$ cat src/rtl/mips_pkg.sv
// Shared MIPS decode definitions: instruction type encodings, opcodes,
// field bit positions and the decode helper used by the issue stage.
package mips_pkg;

    typedef enum logic [1:0] {
        TYPE_R    = 2'd0,
        TYPE_J    = 2'd1,
        TYPE_HALT = 2'd2,
        TYPE_I    = 2'd3
    } instr_type_t;

    typedef enum logic [1:0] {
        ST_RUN    = 2'd0,
        ST_DRAIN  = 2'd1,
        ST_HALTED = 2'd2
    } issue_state_t;

    localparam logic [5:0] OP_RTYPE = 6'b000000;
    localparam logic [5:0] OP_J     = 6'b000010;
    localparam logic [5:0] OP_JAL   = 6'b000011;
    localparam logic [5:0] OP_HALT  = 6'b111111;
    localparam logic [5:0] OP_SW    = 6'b101011;
    localparam logic [5:0] OP_BEQ   = 6'b000100;
    localparam logic [5:0] OP_BNE   = 6'b000101;

    localparam int OPCODE_HI = 31;
    localparam int OPCODE_LO = 26;
    localparam int RS_HI     = 25;
    localparam int RS_LO     = 21;
    localparam int RT_HI     = 20;
    localparam int RT_LO     = 16;
    localparam int RD_HI     = 15;
    localparam int RD_LO     = 11;

    localparam logic [4:0] LINK_REG = 5'd31;

    typedef struct packed {
        instr_type_t itype;
        logic        use_rs;
        logic        use_rt;
        logic [4:0]  rs;
        logic [4:0]  rt;
        logic [4:0]  dest;
    } decoded_t;

    // Classify an instruction word and extract which registers it reads
    // and writes. A destination of 0 means the instruction writes nothing.
    function automatic decoded_t decode(input logic [31:0] instr);
        decoded_t   d;
        logic [5:0] op;
        op       = instr[OPCODE_HI:OPCODE_LO];
        d.rs     = instr[RS_HI:RS_LO];
        d.rt     = instr[RT_HI:RT_LO];
        d.itype  = TYPE_I;
        d.use_rs = 1'b0;
        d.use_rt = 1'b0;
        d.dest   = 5'd0;
        case (op)
            OP_RTYPE: begin
                d.itype  = TYPE_R;
                d.use_rs = 1'b1;
                d.use_rt = 1'b1;
                d.dest   = instr[RD_HI:RD_LO];
            end
            OP_J: begin
                d.itype = TYPE_J;
            end
            OP_JAL: begin
                d.itype = TYPE_J;
                d.dest  = LINK_REG;
            end
            OP_HALT: begin
                d.itype = TYPE_HALT;
            end
            OP_SW, OP_BEQ, OP_BNE: begin
                d.use_rs = 1'b1;
                d.use_rt = 1'b1;
            end
            default: begin
                d.use_rs = 1'b1;
                d.dest   = instr[RT_HI:RT_LO];
            end
        endcase
        return d;
    endfunction

endpackage

$ cat src/rtl/id_issue_ctrl_if.sv
// Fetch-to-issue, issue-to-EX and writeback signals of the decode stage.
interface id_issue_ctrl_if;
    logic        in_valid;
    logic [31:0] in_instr;
    logic        in_ready;
    logic        out_valid;
    logic        out_ready;
    logic [31:0] out_instr;
    logic [1:0]  out_type;
    logic [4:0]  out_dest;
    logic        wb_en;
    logic [4:0]  wb_addr;

    modport master (
        output in_valid, in_instr, out_ready, wb_en, wb_addr,
        input  in_ready, out_valid, out_instr, out_type, out_dest
    );

    modport slave (
        input  in_valid, in_instr, out_ready, wb_en, wb_addr,
        output in_ready, out_valid, out_instr, out_type, out_dest
    );
endinterface

$ cat src/rtl/reg_scoreboard.sv
// 32-entry pending-write scoreboard. Register 0 is never tracked; a set
// and a clear of the same register in one cycle leaves it pending.
module reg_scoreboard (
    input  logic       clk,
    input  logic       rst,
    input  logic       set_en,
    input  logic [4:0] set_addr,
    input  logic       clr_en,
    input  logic [4:0] clr_addr,
    input  logic [4:0] chk_a_addr,
    output logic       chk_a_busy,
    input  logic [4:0] chk_b_addr,
    output logic       chk_b_busy,
    output logic       all_clear
);
    logic [31:0] pending;
    logic [31:0] set_mask;
    logic [31:0] clr_mask;

    // One-hot masks for the register being issued and the one retiring.
    always_comb begin
        set_mask = '0;
        clr_mask = '0;
        if (set_en) set_mask[set_addr] = 1'b1;
        if (clr_en) clr_mask[clr_addr] = 1'b1;
    end

    // Apply clear first, then set, so a new writer stays in flight; bit 0 is forced low.
    always_ff @(posedge clk or posedge rst) begin
        if (rst) pending <= '0;
        else     pending <= ((pending & ~clr_mask) | set_mask) & 32'hFFFF_FFFE;
    end

    assign chk_a_busy = pending[chk_a_addr];
    assign chk_b_busy = pending[chk_b_addr];
    assign all_clear  = (pending == 32'd0);
endmodule

$ cat src/rtl/id_issue_ctrl.sv
// Decode-stage issue controller: decodes the fetched word, blocks on
// read-after-write hazards, holds one issued instruction for EX and
// drains the pipeline into a stopped state on HALT.
module id_issue_ctrl
    import mips_pkg::*;
#(
    parameter int STALL_W = 16
) (
    input  logic               clk,
    input  logic               rst,
    id_issue_ctrl_if.slave     bus,
    output logic               halted,
    output logic [STALL_W-1:0] stall_cycles
);
    issue_state_t state;
    decoded_t     dec;
    logic         rs_busy;
    logic         rt_busy;
    logic         all_clear;
    logic         hazard;
    logic         accept;
    logic         load;
    logic         take_halt;
    logic         set_en;

    assign dec = decode(bus.in_instr);

    assign hazard = (dec.use_rs && (dec.rs != 5'd0) && rs_busy) ||
                    (dec.use_rt && (dec.rt != 5'd0) && rt_busy);

    assign bus.in_ready = !rst && (state == ST_RUN) && !hazard &&
                          (!bus.out_valid || bus.out_ready);

    assign accept    = bus.in_valid && bus.in_ready;
    assign load      = accept && (dec.itype != TYPE_HALT);
    assign take_halt = accept && (dec.itype == TYPE_HALT);
    assign set_en    = load && (dec.dest != 5'd0);

    reg_scoreboard u_scoreboard (
        .clk        (clk),
        .rst        (rst),
        .set_en     (set_en),
        .set_addr   (dec.dest),
        .clr_en     (bus.wb_en),
        .clr_addr   (bus.wb_addr),
        .chk_a_addr (dec.rs),
        .chk_a_busy (rs_busy),
        .chk_b_addr (dec.rt),
        .chk_b_busy (rt_busy),
        .all_clear  (all_clear)
    );

    // Run/drain/halted sequencing; halted is registered alongside the state.
    always_ff @(posedge clk or posedge rst) begin
        if (rst) begin
            state  <= ST_RUN;
            halted <= 1'b0;
        end else begin
            case (state)
                ST_RUN: begin
                    if (take_halt) state <= ST_DRAIN;
                end
                ST_DRAIN: begin
                    if (!bus.out_valid && all_clear) begin
                        state  <= ST_HALTED;
                        halted <= 1'b1;
                    end
                end
                ST_HALTED: begin
                    halted <= 1'b1;
                end
                default: begin
                    state  <= ST_RUN;
                    halted <= 1'b0;
                end
            endcase
        end
    end

    // Issue register: loads on accept, drops valid on consume, otherwise holds.
    always_ff @(posedge clk or posedge rst) begin
        if (rst) begin
            bus.out_valid <= 1'b0;
            bus.out_instr <= '0;
            bus.out_type  <= '0;
            bus.out_dest  <= '0;
        end else if (load) begin
            bus.out_valid <= 1'b1;
            bus.out_instr <= bus.in_instr;
            bus.out_type  <= dec.itype;
            bus.out_dest  <= dec.dest;
        end else if (bus.out_ready) begin
            bus.out_valid <= 1'b0;
        end
    end

    // Saturating count of cycles fetch was held off by a hazard while running.
    always_ff @(posedge clk or posedge rst) begin
        if (rst) begin
            stall_cycles <= '0;
        end else if ((state == ST_RUN) && bus.in_valid && hazard &&
                     (stall_cycles != {STALL_W{1'b1}})) begin
            stall_cycles <= stall_cycles + 1'b1;
        end
    end
endmodule

$ cat src/flat_wrapper.sv
// flat-port wrapper written by rule: the top's interface ports become plain ports
module id_issue_ctrl_flat import mips_pkg::*;
#(
    parameter int STALL_W = 16
)
  (clk, rst, halted, stall_cycles, bus_in_valid, bus_in_instr, bus_out_ready, bus_wb_en, bus_wb_addr, bus_in_ready, bus_out_valid, bus_out_instr, bus_out_type, bus_out_dest);
  id_issue_ctrl_if bus_i ();
  input  logic clk;
  input  logic rst;
  output logic halted;
  output logic [STALL_W-1:0] stall_cycles;
  input wire logic [$bits(bus_i.in_valid)-1:0] bus_in_valid;
  input wire logic [$bits(bus_i.in_instr)-1:0] bus_in_instr;
  input wire logic [$bits(bus_i.out_ready)-1:0] bus_out_ready;
  input wire logic [$bits(bus_i.wb_en)-1:0] bus_wb_en;
  input wire logic [$bits(bus_i.wb_addr)-1:0] bus_wb_addr;
  output wire logic [$bits(bus_i.in_ready)-1:0] bus_in_ready;
  output wire logic [$bits(bus_i.out_valid)-1:0] bus_out_valid;
  output wire logic [$bits(bus_i.out_instr)-1:0] bus_out_instr;
  output wire logic [$bits(bus_i.out_type)-1:0] bus_out_type;
  output wire logic [$bits(bus_i.out_dest)-1:0] bus_out_dest;
  assign bus_i.in_valid = bus_in_valid;
  assign bus_i.in_instr = bus_in_instr;
  assign bus_i.out_ready = bus_out_ready;
  assign bus_i.wb_en = bus_wb_en;
  assign bus_i.wb_addr = bus_wb_addr;
  assign bus_in_ready = bus_i.in_ready;
  assign bus_out_valid = bus_i.out_valid;
  assign bus_out_instr = bus_i.out_instr;
  assign bus_out_type = bus_i.out_type;
  assign bus_out_dest = bus_i.out_dest;
  id_issue_ctrl #(.STALL_W(STALL_W)) u_core (.clk(clk), .rst(rst), .bus(bus_i), .halted(halted), .stall_cycles(stall_cycles));
endmodule
$ cat config.mk
export PLATFORM = sky130hd
export DESIGN_NAME = id_issue_ctrl_flat
export DESIGN_NICKNAME = d
export VERILOG_FILES = /design/src/rtl/mips_pkg.sv /design/src/rtl/id_issue_ctrl_if.sv /design/src/rtl/reg_scoreboard.sv /design/src/rtl/id_issue_ctrl.sv /design/src/flat_wrapper.sv
export SDC_FILE = /design/constraint.sdc
export NUM_CORES = 1
export LEC_CHECK = 0
export BUFFER_PORTS_ARGS = -buffer_cell sky130_fd_sc_hd__buf_4
export CAP_MARGIN = 20
export CORE_UTILIZATION = 55
export DETAILED_ROUTE_END_ITERATION = 10
export GPL_TIMING_DRIVEN = 0
export PLACE_DENSITY = 0.8
export SYNTH_ARGS = -nofsm -noshare
export SYNTH_HDL_FRONTEND = slang
export SYNTH_SLANG_ARGS = --single-unit
$ cat constraint.sdc
create_clock -name clk -period 6.5 [get_ports clk]
set_input_delay 1.95 -clock clk [delete_from_list [all_inputs] [get_ports clk]]
set_output_delay 1.95 -clock clk [all_outputs]
set_load 0.02 [all_outputs]
# After elaboration in Yosys (flattened, before gate mapping)

Index checks and enable logic that the tools add are counted.

Magnitude comparators: 6
Bitwise gates (word level): 5
Mux-type cells: 21
Equal/unequal tests: 13
$add $sub $neg: 1
Reductions and logical operators: 35

Operators by type and width:

| cell                  | number |
|---|---|
| $mux 32               | 2 |
| $and 32x32->32        | 1 |
| $logic_not 32->1      | 1 |
| $not 32->32           | 1 |
| $or 32x32->32         | 1 |
| $lt 5x6->1 const B    | 4 |
| $logic_and 1x1->1     | 17 |
| $add 16x1->16 const B | 1 |
| $ne 16x16->1 const B  | 1 |
| $pmux 5 s3            | 1 |
| $reduce_bool 5->1     | 3 |
| $eq 6x2->1 const B    | 2 |
| $eq 6x3->1 const B    | 2 |
| $eq 6x6->1 const B    | 2 |
| $pmux 2 s3            | 2 |
| $bmux 1 s5            | 2 |
| $demux 1 s5           | 2 |
| $ge 5x1->1 const B    | 2 |
| $mux 1                | 9 |
| $logic_not 6->1       | 1 |
| $reduce_or 5->1       | 1 |
| $eq 2x2->1 const B    | 2 |
| $mux 2                | 2 |
| $ne 2x1->1 const B    | 2 |
| 13 further kinds      | 17 |

Flip-flop bits (word level): 90
Input bits: 42

# Depth between registers and ports, before layout

Depth after elaboration: 14
Depth in mapped cells: 11
Mapped depth without buffers: 8

# Cells and area by module

Synthesis repeated with hierarchy kept, for this count alone.

Cell total of the unflattened synthesis: 438
Area, all modules: 4664.5 sq um

Modules (own cells, without submodules):

| module         | sequential area each (sq um) | instances | cells an instance | area an instance (sq um) |
|---|---|---|---|---|
| id_issue_ctrl  | 1476.4                       | 1         | 233               | 2753.9 |
| reg_scoreboard | 775.7                        | 1         | 205               | 1910.6 |

# Worst setup path after synthesis

No wires, ideal clock.

Kind: input -> output
Start point: in rst
End point: out bus_in_ready
Path buffers: 0
Slack: 0.036 ns
Cell stages on the path: 4
Data required time: 4.550 ns
Arrival: 4.514 ns
Cells stage by stage: inv_1 and2_1 nand2_1 nor2_1

Longest elaborated chain between the ends: 4

RTL lines:

| what                           | line                | text |
|---|---|---|
| from (decl)                    | flat_wrapper.sv:9   | `input logic rst;` |
| $logic_not 1->1                | id_issue_ctrl.sv:31 | `assign bus.in_ready = !rst && (state == ST_RUN) && !hazard &&` |
| $logic_and 1x1->1 (3 in a row) | id_issue_ctrl.sv:31 |  |
| to (decl)                      | flat_wrapper.sv:17  | `output wire logic [$bits(bus_i.in_ready)-1:0] bus_in_ready;` |

Every way passes these cells.

# Final worst setup path

Start point: in bus_in_instr[17]
End point: out bus_in_ready

Longest elaborated chain between the ends: 7
Elaborated cells on any way between the ends: 9
Classes of those cells: mux: 2; reduce/logical: 7

RTL lines:

| what                                                              | line                                      | text |
|---|---|---|
| from (decl)                                                       | flat_wrapper.sv:13                        | `input wire logic [$bits(bus_i.in_instr)-1:0] bus_in_instr;` |
| $bmux 1 s5 or $reduce_bool 5->1 (tied branches)                   | reg_scoreboard.sv:35, id_issue_ctrl.sv:29 |  |
| $mux 1 (implied by the code) or $logic_and 1x1->1 (tied branches) | reg_scoreboard.sv:35, id_issue_ctrl.sv:29 |  |
| $logic_and 1x1->1 *                                               | id_issue_ctrl.sv:29                       | `(dec.use_rt && (dec.rt != 5'd0) && rt_busy);` |
| $logic_or 1x1->1 *                                                | id_issue_ctrl.sv:28                       | `assign hazard = (dec.use_rs && (dec.rs != 5'd0) && rs_busy) \|\|` |
| $logic_not 1->1 *                                                 | id_issue_ctrl.sv:31                       |  |
| $logic_and 1x1->1 * (2 in a row)                                  | id_issue_ctrl.sv:31                       |  |

Mark *: on every way between the ends. The rest lies on a longest branch, timed or not. The select of a mux whose other input is x is not followed.

==> impl_metrics.csv <==
group,metric,value,unit
status,status,"completed",
place,gp_congestion,0.894,
floorplan,die_h,94.9,um
finish,design_area,0.00581,sq mm
yosys,synth_ff_type,"dfrtp_1",
min_path,hold_depth,1,
sta,hold-worst-slack,0.499,ns
setup_path,cp.required,4.55,ns
power,power_density,369,mW/mm^2
route,drtPass1Iterations,5,
finish,multiInputGateArea,0.00234,sq mm
yosys,synth_fp_nets,466,
yosys,synth_area_per_cell,11.3,sq um
clock_tree,cts_setup_buffers,0,
finish,n_antenna_cell,0,
min_path,hold_end,"u_core.stall_cycles[12]$_DFFE_PP0P_",
yosys,yosysWarnings,0,
clock_tree,post_cts_resized,0,
power,clockPowerShare,0.178,
place,io_buffer_count,95,
min_path,min-delay-path-class,"reg2reg",
setup_path,endpoint_kind,"primary output",
grt,grt_max_degree,74,
power,leakage,0.00261,uW
clock_tree,clock-sinks,90,
sta,tightestPinTransition,0.742,ns
power,swShare,0.379,
sta,skew,0.0127,ns
floorplan,start_util,0.571,
finish,synthToLayoutAreaGrowth,22.5,%
clock_tree,root_buffer,"clkbuf_8",
setup_path,path_class,"in2out",
floorplan,core_area,0.00830,sq mm
power,switchingPower,813,uW
clock_tree,clock_path_buffers,2,
grt,grt_use_met2,0.450,
finish,num-nets-final,573,
grt,grt_antenna_before_repair,0,
floorplan,die-area,0.00900,sq mm
grt,met3_usage,0.0427,
setup_path,r2r_cells,8,
clock_tree,tritoncts,"yes",
route,via_per_inst,6.28,
min_path,min_from,"u_core.stall_cycles[12]$_DFFE_PP0P_",
floorplan,placementRows,33,
route,detail_route.wl_per_cell,19.2,um
finish,fill_cells,605,
power,vdd_drop_max,0.212,mV
yosys,mappedNetlistArea,0.00474,sq mm
route,drt_iter0_markers,350,
yosys,synth_cell_type_count,48,
power,pwr-share-seq,0.411,
setup_path,arrival,3.76,ns
setup_path,r2r_slack,3.58,ns
sta,setup_viol,0,
clock_tree,holdBufCountCts,0,
place,dpl-instance-area,0.00562,sq mm
setup_path,r2r-start,"u_core.u_scoreboard.pending[20]$_DFF_PP0_",
finish,drive_gt1_frac,0.335,
finish,final_util,0.700,
grt,grtUsageMet1,0.385,
sta,fin_crit,5.71,ns
grt,grt_pass1_wl,19400,um
yosys,synth_edf_count,0,
yosys,ys_seq_area_frac,0.475,
yosys,async_flop_share,1.00,
place,dp_hpwl,8970,um
finish,seqCellArea,0.00225,sq mm
grt,overflow,0,
clock_tree,h-tree-depth,3,
sta,slew_viol_final,0,
route,drc_errors,0,
sta,min_period_over_period,0.878,
setup_path,startpoint_type,"primary input",
sta,setup_tns,0,ns
yosys,ys_seq_elements,90,
grt,grt_usage,0.283,
sta,fmax,0.175,GHz
yosys,syn_inst,419,
run,cap_viol_max_count,0,
sta,grt_setup_unrepaired,"no",
sta,slew_headroom,0.502,
power,power_frac_comb,0.411,
route,antenna_left,0,
setup_path,r2r_end,"u_core.bus.out_instr[22]$_DFFE_PP0P_",
clock_tree,clk_pin_slew_worst_paths,0.10,ns
clock_tree,clk_latency,0.37,ns
setup_path,crit_fanout,10,
route,routed_wl,12200,um
floorplan,die_w,94.9,um
floorplan,ios,100,
clock_tree,cts_made_buffers,9,
power,intPower,1330,uW
finish,mostFrequentLayoutCell,"buf_4",
route,vias,3995,
grt,grt_pass1_vias,3829,
grt,gr-max-usage-layer,"met2",
sta,final-hold-violation-count,0,
finish,mostFrequentLayoutCells,"buf_4 (97), dfrtp_1 (90), o21ai_0 (35)",
through the flow:
stage                     std cells  power, uW  worst slack [ns]
after floorplan                 419       1400            0.0360
after global placement          619       1730            -0.707
after detailed placement        620       1770             0.822
after CTS                       636       2140             0.810
after global routing            636       2250             0.692
final                           636       2140             0.791
power groups by stage:
stage	Combinational [uW]	Sequential, uW	Clock, uW
floorplan	369	1030	0
global placement	855	878	0
detailed placement	880	888	0
CTS	885	879	381
global route	943	905	406
finish	880	881	382
critical path, cell delays in order:
cell and delay (ns):
buf_4 0.11, buf_1 0.40, mux4_2 0.41, a221oi_1 0.40, o31ai_1 0.10, o21ai_1 0.14, nor2_1 0.08, buf_4 0.16
worst max-delay path by stage:
stage                   end  slack (ns)        startpoint  cells after the start
2_1_floorplan  bus_in_ready        0.04               rst                      4
3_3_place_gp   bus_in_ready       -0.71               rst                      6
3_5_place_dp   bus_in_ready        0.82  bus_in_instr[17]                      8
4_1_cts        bus_in_ready        0.81  bus_in_instr[17]                      8
5_1_grt        bus_in_ready        0.69  bus_in_instr[17]                      9
6_report       bus_in_ready        0.79  bus_in_instr[17]                      8
flip-flops by register name (all words and copies together), names as in the netlist:
signal / count
u_core.bus.out_instr: 32
u_core.u_scoreboard.pending: 31
u_core.stall_cycles: 16
u_core.bus.out_dest: 5
u_core.bus.out_type: 2
u_core.state: 2
u_core.bus.out_valid: 1
u_core.halted: 1
final cells by class:
class	instances	share of cell area
Inverter	8	0.00560
Clock buffer	10	0.0237
Timing Repair Buffer	96	0.127
Multi-Input combinational cell	299	0.403
Tap cell	105	0.0226
Clock inverter	6	0.00969
Buffer	22	0.0202
Sequential cell	90	0.388
routing by layer:
layer  up-vias  wire, um  share of wire
met5         -         0              0
met4         0       332          0.027
met3        31       720          0.059
met2       172      6040           0.49
met1      1977      5150           0.42
li1       1815         -              -
synthesized netlist by cell type, drive strengths merged (2+ instances only):
library cell	number	area share
xor2	2	0.0037
o21ai	40	0.042
or3b	6	0.011
nor3	2	0.0021
mux2	46	0.12
nor4	11	0.015
and4	2	0.0037
xnor2	14	0.026
or4	4	0.0063
nand2	19	0.015
a221oi	3	0.0055
nand3b	8	0.013
nand2b	8	0.011
mux4	6	0.028
nand3	11	0.012
nor4bb	2	0.0042
a21oi	6	0.0063
nand4	10	0.013
inv	8	0.0063
and2	4	0.0053
a31oi	3	0.0040
o31ai	33	0.052
mux2i	18	0.038
buf	18	0.022
dfrtp	90	0.47
ha	5	0.013
or3	2	0.0026
and3	4	0.0053
a311oi	3	0.0055
clkbuf	4	0.0032
a22oi	2	0.0032
nor2	12	0.0095
nor2b	4	0.0053
kinds of logic (layout without fill, tap and decap cells):
family | Yosys count | after routing | synth area share
and+or+nand+nor | 111 | 111 | 0.136
AOI/OAI and AO/OA | 97 | 97 | 0.133
DFF | 90 | 90 | 0.475
muxes | 70 | 70 | 0.182
buffers and inverters | 30 | 142 | 0.0311
xor gates and xnor gates | 16 | 16 | 0.0296
adders and majority gates | 5 | 5 | 0.0132
Power figures use the tool's default switching activity.
